File: src/rtl/mod_addsub_pipe_if.sv
// mod_addsub_pipe_if
//   Operand/result bundle for mod_addsub_pipe.
//   master : the operand producer (drives operands, mode, intt, hold; reads results)
//   slave  : the arithmetic block
//   Signals:
//     in_valid  operand qualifier
//     in_a      operand A, AH=[23:12], AL=[11:0]
//     in_b      operand B, BH=[23:12], BL=[11:0]
//     mode      0=K2, 1=K4, 2=D_ADD, 3=D_SUB
//     intt      0=NTT (BH delayed in K4), 1=INTT (BH undelayed)
//     hold      global pipeline freeze
//     out_valid result qualifier
//     out_sum   result word
interface mod_addsub_pipe_if;
  logic        in_valid;
  logic [23:0] in_a;
  logic [23:0] in_b;
  logic [1:0]  mode;
  logic        intt;
  logic        hold;
  logic        out_valid;
  logic [23:0] out_sum;

  modport master (
    output in_valid, in_a, in_b, mode, intt, hold,
    input  out_valid, out_sum
  );

  modport slave (
    input  in_valid, in_a, in_b, mode, intt, hold,
    output out_valid, out_sum
  );
endinterface

File: src/rtl/mod_addsub_pipe.sv
// mod_addsub_pipe
//   Pipelined modular add/subtract unit for lattice crypto butterflies.
//   Works either on two 12-bit Kyber lanes (modulus KQ) or on one 24-bit
//   Dilithium word (modulus DQ). Each result uses a single conditional
//   correction. In K4/NTT operation the high half of B is taken from a
//   BH_DLY-deep delay line.
//   Ports:
//     clk  rising-edge clock
//     rst  synchronous active-high reset (wins over hold)
//     bus  mod_addsub_pipe_if.slave (operands, mode, intt, hold, results)
//   Parameters:
//     KQ      lane modulus
//     DQ      word modulus
//     PIPE    register stages input->output (1 or 2)
//     BH_DLY  delay of BH in K4 NTT mode (0..15)
module mod_addsub_pipe #(
  parameter int KQ     = 3329,
  parameter int DQ     = 8380417,
  parameter int PIPE   = 2,
  parameter int BH_DLY = 6
) (
  input logic              clk,
  input logic              rst,
  mod_addsub_pipe_if.slave bus
);

  typedef enum logic [1:0] {
    MODE_K2   = 2'd0,
    MODE_K4   = 2'd1,
    MODE_DADD = 2'd2,
    MODE_DSUB = 2'd3
  } mode_t;

  localparam logic [12:0] KQ13 = 13'(KQ);
  localparam logic [24:0] DQ25 = 25'(DQ);

  // Single-correction reductions. Raw differences carry their borrow in the MSB.
  function automatic logic [11:0] red_add_k(input logic [12:0] s);
    return (s >= KQ13) ? 12'(s - KQ13) : s[11:0];
  endfunction

  function automatic logic [11:0] red_sub_k(input logic [12:0] d);
    return d[12] ? 12'(d + KQ13) : d[11:0];
  endfunction

  function automatic logic [23:0] red_add_d(input logic [24:0] s);
    return (s >= DQ25) ? 24'(s - DQ25) : s[23:0];
  endfunction

  function automatic logic [23:0] red_sub_d(input logic [24:0] d);
    return d[24] ? 24'(d + DQ25) : d[23:0];
  endfunction

  function automatic logic [23:0] reduce(input logic [1:0] m, input logic [12:0] hi,
                                         input logic [12:0] lo, input logic [24:0] w);
    logic [23:0] r;
    case (mode_t'(m))
      MODE_K2:   r = {red_add_k(hi), red_sub_k(lo)};
      MODE_K4:   r = {red_sub_k(hi), red_add_k(lo)};
      MODE_DADD: r = red_add_d(w);
      default:   r = red_sub_d(w);
    endcase
    return r;
  endfunction

  // ---------------- BH delay line (shifts on every non-hold cycle) ----------------
  logic [11:0] bhx_dly;

  if (BH_DLY == 0) begin : g_no_dly
    assign bhx_dly = bus.in_b[23:12];
  end else begin : g_dly
    logic [11:0] dl_q [BH_DLY];
    logic [11:0] dl_d [BH_DLY];

    always_comb begin
      for (int k = 0; k < BH_DLY; k++) dl_d[k] = dl_q[k];
      if (!bus.hold) begin
        dl_d[0] = bus.in_b[23:12];
        for (int k = 1; k < BH_DLY; k++) dl_d[k] = dl_q[k-1];
      end
    end

    always_ff @(posedge clk) begin
      if (rst) begin
        for (int k = 0; k < BH_DLY; k++) dl_q[k] <= '0;
      end else begin
        for (int k = 0; k < BH_DLY; k++) dl_q[k] <= dl_d[k];
      end
    end

    assign bhx_dly = dl_q[BH_DLY-1];
  end

  // ---------------- Stage 0: raw sums/differences (combinational) ----------------
  logic [11:0]        ah, al, bh, bl, bhx;
  logic signed [12:0] diff_hi, diff_lo;
  logic signed [24:0] diff_w;
  logic [12:0]        raw_hi_p0, raw_lo_p0;
  logic [24:0]        raw_w_p0;

  always_comb begin
    ah  = bus.in_a[23:12];
    al  = bus.in_a[11:0];
    bh  = bus.in_b[23:12];
    bl  = bus.in_b[11:0];
    bhx = bus.intt ? bh : bhx_dly;
    diff_lo = $signed({1'b0, ah})     - $signed({1'b0, al});
    diff_hi = $signed({1'b0, bhx})    - $signed({1'b0, ah});
    diff_w  = $signed({1'b0, bus.in_b}) - $signed({1'b0, bus.in_a});
    raw_hi_p0 = {1'b0, ah} + {1'b0, al};
    raw_lo_p0 = $unsigned(diff_lo);
    raw_w_p0  = {1'b0, bus.in_a} + {1'b0, bus.in_b};
    case (mode_t'(bus.mode))
      MODE_K4: begin
        raw_hi_p0 = $unsigned(diff_hi);
        raw_lo_p0 = {1'b0, al} + {1'b0, bl};
      end
      MODE_DSUB: raw_w_p0 = $unsigned(diff_w);
      default: ;
    endcase
  end

  // Source of the final (reducing) stage: stage-1 registers or stage 0 directly.
  logic        vld_src;
  logic [1:0]  mode_src;
  logic [12:0] hi_src, lo_src;
  logic [24:0] w_src;

  if (PIPE == 1) begin : g_pipe1
    assign vld_src  = bus.in_valid;
    assign mode_src = bus.mode;
    assign hi_src   = raw_hi_p0;
    assign lo_src   = raw_lo_p0;
    assign w_src    = raw_w_p0;
  end else begin : g_pipe2
    // ---------------- Stage 1: register raw values and mode ----------------
    logic        vld_p1_q, vld_p1_d;
    logic [1:0]  mode_p1_q, mode_p1_d;
    logic [12:0] hi_p1_q, hi_p1_d, lo_p1_q, lo_p1_d;
    logic [24:0] w_p1_q, w_p1_d;

    always_comb begin
      vld_p1_d  = vld_p1_q;
      mode_p1_d = mode_p1_q;
      hi_p1_d   = hi_p1_q;
      lo_p1_d   = lo_p1_q;
      w_p1_d    = w_p1_q;
      if (!bus.hold) begin
        vld_p1_d = bus.in_valid;
        if (bus.in_valid) begin
          mode_p1_d = bus.mode;
          hi_p1_d   = raw_hi_p0;
          lo_p1_d   = raw_lo_p0;
          w_p1_d    = raw_w_p0;
        end
      end
    end

    always_ff @(posedge clk) begin
      if (rst) begin
        vld_p1_q  <= 1'b0;
        mode_p1_q <= '0;
        hi_p1_q   <= '0;
        lo_p1_q   <= '0;
        w_p1_q    <= '0;
      end else begin
        vld_p1_q  <= vld_p1_d;
        mode_p1_q <= mode_p1_d;
        hi_p1_q   <= hi_p1_d;
        lo_p1_q   <= lo_p1_d;
        w_p1_q    <= w_p1_d;
      end
    end

    assign vld_src  = vld_p1_q;
    assign mode_src = mode_p1_q;
    assign hi_src   = hi_p1_q;
    assign lo_src   = lo_p1_q;
    assign w_src    = w_p1_q;
  end

  // ---------------- Output stage: reduce and register (stage PIPE) ----------------
  logic        vld_p2_q, vld_p2_d;
  logic [23:0] sum_p2_q, sum_p2_d;

  always_comb begin
    vld_p2_d = vld_p2_q;
    sum_p2_d = sum_p2_q;
    if (!bus.hold) begin
      vld_p2_d = vld_src;
      // out_sum only moves when a real result arrives; otherwise it keeps its last value.
      if (vld_src) sum_p2_d = reduce(mode_src, hi_src, lo_src, w_src);
    end
  end

  always_ff @(posedge clk) begin
    if (rst) begin
      vld_p2_q <= 1'b0;
      sum_p2_q <= '0;
    end else begin
      vld_p2_q <= vld_p2_d;
      sum_p2_q <= sum_p2_d;
    end
  end

  assign bus.out_valid = vld_p2_q;
  assign bus.out_sum   = sum_p2_q;

endmodule

File: src/flat_wrapper.sv
// flat-port wrapper written by rule: the top's interface ports become plain ports
module mod_addsub_pipe_flat 
#(
  parameter int KQ     = 3329,
  parameter int DQ     = 8380417,
  parameter int PIPE   = 2,
  parameter int BH_DLY = 6
)
  (clk, rst, bus_in_valid, bus_in_a, bus_in_b, bus_mode, bus_intt, bus_hold, bus_out_valid, bus_out_sum);
  mod_addsub_pipe_if bus_i ();
  input logic clk;
  input logic rst;
  input wire logic [$bits(bus_i.in_valid)-1:0] bus_in_valid;
  input wire logic [$bits(bus_i.in_a)-1:0] bus_in_a;
  input wire logic [$bits(bus_i.in_b)-1:0] bus_in_b;
  input wire logic [$bits(bus_i.mode)-1:0] bus_mode;
  input wire logic [$bits(bus_i.intt)-1:0] bus_intt;
  input wire logic [$bits(bus_i.hold)-1:0] bus_hold;
  output wire logic [$bits(bus_i.out_valid)-1:0] bus_out_valid;
  output wire logic [$bits(bus_i.out_sum)-1:0] bus_out_sum;
  assign bus_i.in_valid = bus_in_valid;
  assign bus_i.in_a = bus_in_a;
  assign bus_i.in_b = bus_in_b;
  assign bus_i.mode = bus_mode;
  assign bus_i.intt = bus_intt;
  assign bus_i.hold = bus_hold;
  assign bus_out_valid = bus_i.out_valid;
  assign bus_out_sum = bus_i.out_sum;
  mod_addsub_pipe #(.KQ(KQ), .DQ(DQ), .PIPE(PIPE), .BH_DLY(BH_DLY)) u_core (.clk(clk), .rst(rst), .bus(bus_i));
endmodule
File: config.mk
export PLATFORM = sky130hd
export DESIGN_NAME = mod_addsub_pipe_flat
export DESIGN_NICKNAME = d
export VERILOG_FILES = /design/src/rtl/mod_addsub_pipe_if.sv /design/src/rtl/mod_addsub_pipe.sv /design/src/flat_wrapper.sv
export SDC_FILE = /design/constraint.sdc
export NUM_CORES = 1
export LEC_CHECK = 0
export CAP_MARGIN = 20
export CORE_MARGIN = 2
export CORE_UTILIZATION = 61
export DETAILED_ROUTE_END_ITERATION = 16
export PLACE_DENSITY = 0.91
export SETUP_SLACK_MARGIN = 0.15
export SKIP_CTS_REPAIR_TIMING = 1
export SYNTH_ARGS = -nofsm -noshare
export SYNTH_HDL_FRONTEND = slang
export SYNTH_SLANG_ARGS = --single-unit
File: constraint.sdc
create_clock -name clk -period 4.9 [get_ports clk]
set_input_delay 0.49 -clock clk [delete_from_list [all_inputs] [get_ports clk]]
set_output_delay 0.49 -clock clk [all_outputs]
set_load 0.005 [all_outputs]
Yosys cells after proc, flatten, opt, wreduce, memory -nomap -nowiden
Memory sizes are Yosys's and may differ from the RTL's.
Cells that the tools add are included.
- $mul: 0
- equal/unequal tests: 4
- magnitude comparators: 3
- bitwise logic cells: 7
- shift-type cells: 0
- divide/modulo/power cells: 0
- mux-type cells: 21
- reductions and logical operators: 3
- add/subtract/negate cells: 12
- operators by type and width (cell ; number):
    $mux 12 ; 11
    $mux 72 ; 1
    $pmux 24 s3 ; 1
    $mux 24 ; 2
    $add 12x12->13 ; 2
    $ge 13x12->1 const B ; 2
    $mux 13 ; 2
    $sub 12x12->13 ; 2
    $add 24x24->25 ; 1
    $ge 25x23->1 const B ; 1
    $mux 25 ; 1
    $sub 24x24->25 ; 1
    $add 12x12->12 const B ; 2
    $add 24x23->24 const B ; 1
    $sub 12x12->12 const B ; 2
    $sub 24x23->24 const B ; 1
    $or 1x1->1 ; 6
    $eq 2x1->1 const B ; 2
    $eq 2x2->1 const B ; 2
    $reduce_and 2->1 ; 2
    $mux 1 ; 3
    $logic_not 2->1 ; 1
    $not 1->1 ; 1
- input bits: 55
- memories kept: 1
- bits in latches: 0
- logic and storage cells: 58
- output and inout port bits: 25
- memory bits (writable): 72
- register bits after elaboration: 79
- bits in read-only memories: 0
- memories (name ; depth ; width ; read ports ; clocked after memory_dff ; write ports ; line ; text):
    u_core.g_dly.dl_q ; 6 ; 12 ; 6 ; 0 ; 6 ; mod_addsub_pipe.sv:72 ; logic [11:0] dl_q [BH_DLY];

Logic depth before layout (Yosys ltp)
- depth in word-level cells: 3
- depth in mapped cells: 16

Worst setup path before layout
Ideal clock, no wire load.
- path kind: in2reg
- start: in bus_in_a[4]
- end: reg u_core.g_pipe2.w_p1_q[23]
- required time: 4.838 ns
- setup slack: 1.184 ns
- data arrival time: 3.654 ns
- stages on the path: 13
- cells stage by stage: or3_4 -> or4_4 -> o41ai_1 -> xnor2_1 -> ha_1 -> clkbuf_1 -> o21ai_0 -> o21bai_1 -> a21o_1 -> a221o_1 -> nor3b_1 -> or4_1 -> nand3_1
- longest elaborated chain between the ends: 2
- elaborated cells between the ends (all ways): 3
- classes of those cells: add/sub: 2; mux: 1
- ends and longest elaborated chain (element ; line ; text):
    from (decl) ; flat_wrapper.sv:14 ; input wire logic [$bits(bus_i.in_a)-1:0] bus_in_a;
    $add 24x24->25 or $sub 24x24->25 (tied branches) ; mod_addsub_pipe.sv:112, mod_addsub_pipe.sv:109 ;
    $mux 25 * ; mod_addsub_pipe.sv:113 ; case (mode_t'(bus.mode))
    to (signal assigned) ; mod_addsub_pipe.sv:171 ; w_p1_q <= w_p1_d;
    to (decl) ; mod_addsub_pipe.sv:140 ; logic [24:0] w_p1_q, w_p1_d;
Mark *: on every way between the ends. The rest lies on a longest branch, timed or not.
A chain may end at the register's enable or synchronous reset.

Worst setup path after layout
- start: in bus_in_a[2]
- end: reg u_core.g_pipe2.w_p1_q[22]
Same word-level chain as after synthesis.

==> flow_summary.toml <==
[cts]
htreeDepth = 4
clk_latency_ns = 0.44
clock_path_buffers = 2
cts_tree = "yes"
clock_sinks = 151
cts_buffers = 17
root_buffer = "clkbuf_16"
clkTransAtPathRegs_ns = 0.08

[power_and_ir_drop]
pwr-share-seq = 0.356
p_switching_uw = 1478
leakage_uw = 0.005445
intPower_uw = 2462
clkPwrFrac = 0.349
pwr_density_cell_nw_per_um2 = 289.4
swShare = 0.3752
peakVddDrop_v = 0.0002837
p_comb_frac = 0.295

[routing]
drc = 0
drt-total-wl_um = 37610
drt_pass1_iterations = 6
wire_per_inst_um = 20.27
drtAntennaViolNets = 0
dr_total_vias = 12099
routed_via_density = 6.522
drt_iter0_drc = 1242

[yosys]
synth_area_per_cell_um2 = 7.753
seq_area_frac_synth = 0.2484
ys_warn_count = 0
synth.most_common_cell = "nor2_1"
synth_top_area_share = 0.2484
ys_seq_elements = 151
syn_nets = 1712
synth.distinct_cells = 83
ys.flop_type = "dfxtp_1"
syn-cell-area_um2 = 12170
yosysTopAreaCell = "dfxtp_1"
synth_enable_flop_cells = 0
ys_top_cells_by_count = "nor2_1 (174), dfxtp_1 (151), nand2_1 (130), a21oi_1 (103), o21ai_0 (97)"
synthMuxAreaShare = 0.07874
synth-compound-area-share = 0.2107
synth_top_family_by_area = "simple AND/OR/NAND/NOR gates"
synth_cells = 1570
async_flop_share = 0
synth_adder_area_share = 0.09252
synth_area_leaders = "dfxtp_1 (25%), ha_1 (8.4%), mux2i_1 (6.6%)"
synth-simple-area-share = 0.2237
synth_xor_xnor_area_share = 0.09139

[die]
die_w_um = 145.3
ioPinCount = 80
core_um2 = 19530
rows = 51
dieArea_um2 = 21100
fp.dieH_um = 145.3
start_util = 0.6234

[timing]
setup_violations = 0
finalCritPeriodShare = 0.8693
slew_headroom = 0.3179
slew_viol_final = 0
clock_skew_ns = 0.01011
timing.fmax_ghz = 0.2348
worstMarginPinSlew_ns = 1.023
rsz0062_at_grt = "false"
tns_ns = 0
finalHoldViolCount = 0
period_minus_slack_ns = 4.259

[global_routing]
grt_pass1_wl_um = 59860
grt_antenna_before_repair = 0
grt_use_total = 0.3492
grt_pass1_vias = 11196
grt_max_degree = 67
grt-ovfl-total = 0

[critical_path]
crit_chain = "clkdlybuf4s50_1 -> or3_4 -> or4_4 -> nand3b_4 -> nand2b_4 -> nor3_1 -> nor2_1 -> xnor2_1 -> ha_1 -> nand2_1 -> o21ai_0 -> o41ai_1 -> o21ai_0 -> a31oi_1 -> nor4_1 -> nand3b_1"
critPathMaxStageDelay_ns = 0.54
path_common_cell = "o21ai_0"
cp_data_arrival_time_ns = 4.58
start_kind = "primary input"
startpoint = "bus_in_a[2]"
path_buf_inv = 1
path_class = "primary input to register"
path_delay_family = "simple AND/OR/NAND/NOR gates"
cp.required_ns = 5.22
rrSetupSlack_ns = 1.74
crit_fanout = 7
critPathSlowestCell = "clkdlybuf4s50_1"
cp-end-kind = "register"
r2r-start = "u_core.g_dly.dl_q[0][62]"

[placement]
dp_hpwl_um = 28470
place_congestion = 1.020
port_buffers = 79
placed_cells = 1823

[layout]
nets = 1719
syn2layout_area_growth_pct = 11.87
num_antenna_cells = 0
fin_cells = 1855
drive_above_1_share = 0.06226

[job]
drv_cap = 0

[worst_hold_path]
hold_start = "bus_hold"
worstHoldPathType = "primary input to register"

[outcome]
status = "finished clean"
cells in the final DEF, fill, tap and decap left out, types with 13 or more instances in the layout:
cell type        count
ha_1                82
a31oi_1             20
nand2b_1            27
mux2_2              13
nand2_1            130
o22ai_1             17
inv_1               60
dfxtp_1            151
o21ai_0             97
nand4_1             21
mux2i_1             80
clkbuf_16           17
nor2b_1             13
a21oi_1            103
a211oi_1            26
buf_4               20
or3_1               15
o211ai_1            13
xnor2_1             87
nor3_1              42
nand3_1             42
nor2_1             174
clkdlybuf4s50_1     77
xor2_1              40
state kept, by name, summed over array words and instances, names as in the netlist:
signal	count
u_core.g_dly.dl_q	72
u_core.g_pipe2.w_p1_q	25
u_core.bus.out_sum	24
u_core.g_pipe2.hi_p1_q	13
u_core.g_pipe2.lo_p1_q	13
u_core.g_pipe2.mode_p1_q	2
u_core.bus.out_valid	1
u_core.g_pipe2.vld_p1_q	1
power groups by stage:
| stage | Sequential, uW | Combinational [uW] | Clock (uW) |
|---|---|---|---|
| 6_report | 1400 | 1160 | 1370 |
| 5_1_grt | 1410 | 1260 | 1420 |
| 4_1_cts | 1400 | 1130 | 1370 |
| 3_5_place_dp | 1430 | 1120 | 0 |
| 3_3_place_gp | 1420 | 1100 | 0 |
| 2_1_floorplan | 1340 | 866 | 0 |
path summary, 6_finish.rpt:
kind | to | cells past startpoint
setup / recovery | u_core.g_pipe2.w_p1_q[22] | 16
hold / removal | u_core.bus.out_valid | 3
setup reg to reg | u_core.g_pipe2.hi_p1_q[12] | 9
hold reg to reg | u_core.bus.out_sum[18] | 2
through the flow:
step	util	instance area, um2	hold WS, ns	total power [uW]	setup slack [ns]
after detailed placement	0.6654	12990	0.4439	2546	0.2564
after global placement	0.6654	12990	0.4400	2520	0.4293
final	0.6974	13620	0.4205	3940	0.6406
after global routing	0.6974	13620	0.4334	4094	0.3214
after floorplan	-	12170	0.4428	2207	1.184
after CTS	0.6974	13620	0.4125	3902	0.6931
tightest hold or removal path, stage by stage:
cell     delay (ns)
buf_4          0.19
nand2_1        0.08
a21oi_1        0.06
area by class of cell:
type | count | area [um2]
Tap cell | 265 | 331.6
Timing Repair Buffer | 97 | 920.9
Clock buffer | 17 | 425.4
Multi-Input combinational cell | 1250 | 8492
Fill cell | 1636 | 5909
Clock inverter | 15 | 198.9
Inverter | 60 | 225.2
Sequential cell | 151 | 3023
cell families (layout without fill, tap and decap cells):
family | after synthesis | in the layout
AND/OR/NAND/NOR | 546 | 546
adder cells (fa/ha/maj) | 87 | 87
multiplexers | 94 | 94
buffers and inverters | 169 | 189
flip-flops | 151 | 151
XOR/XNOR | 127 | 127
AO/OA/AOI/OAI | 396 | 396
routing by layer:
layer,up-vias,global-route usage,wire length (um)
met2,655,0.5671,17250
met5,-,0,0
met1,5653,0.4558,15450
met3,126,0.06384,3245
li1,5665,-,-
met4,0,0.1480,1656
(Power assumes the default switching activity.)
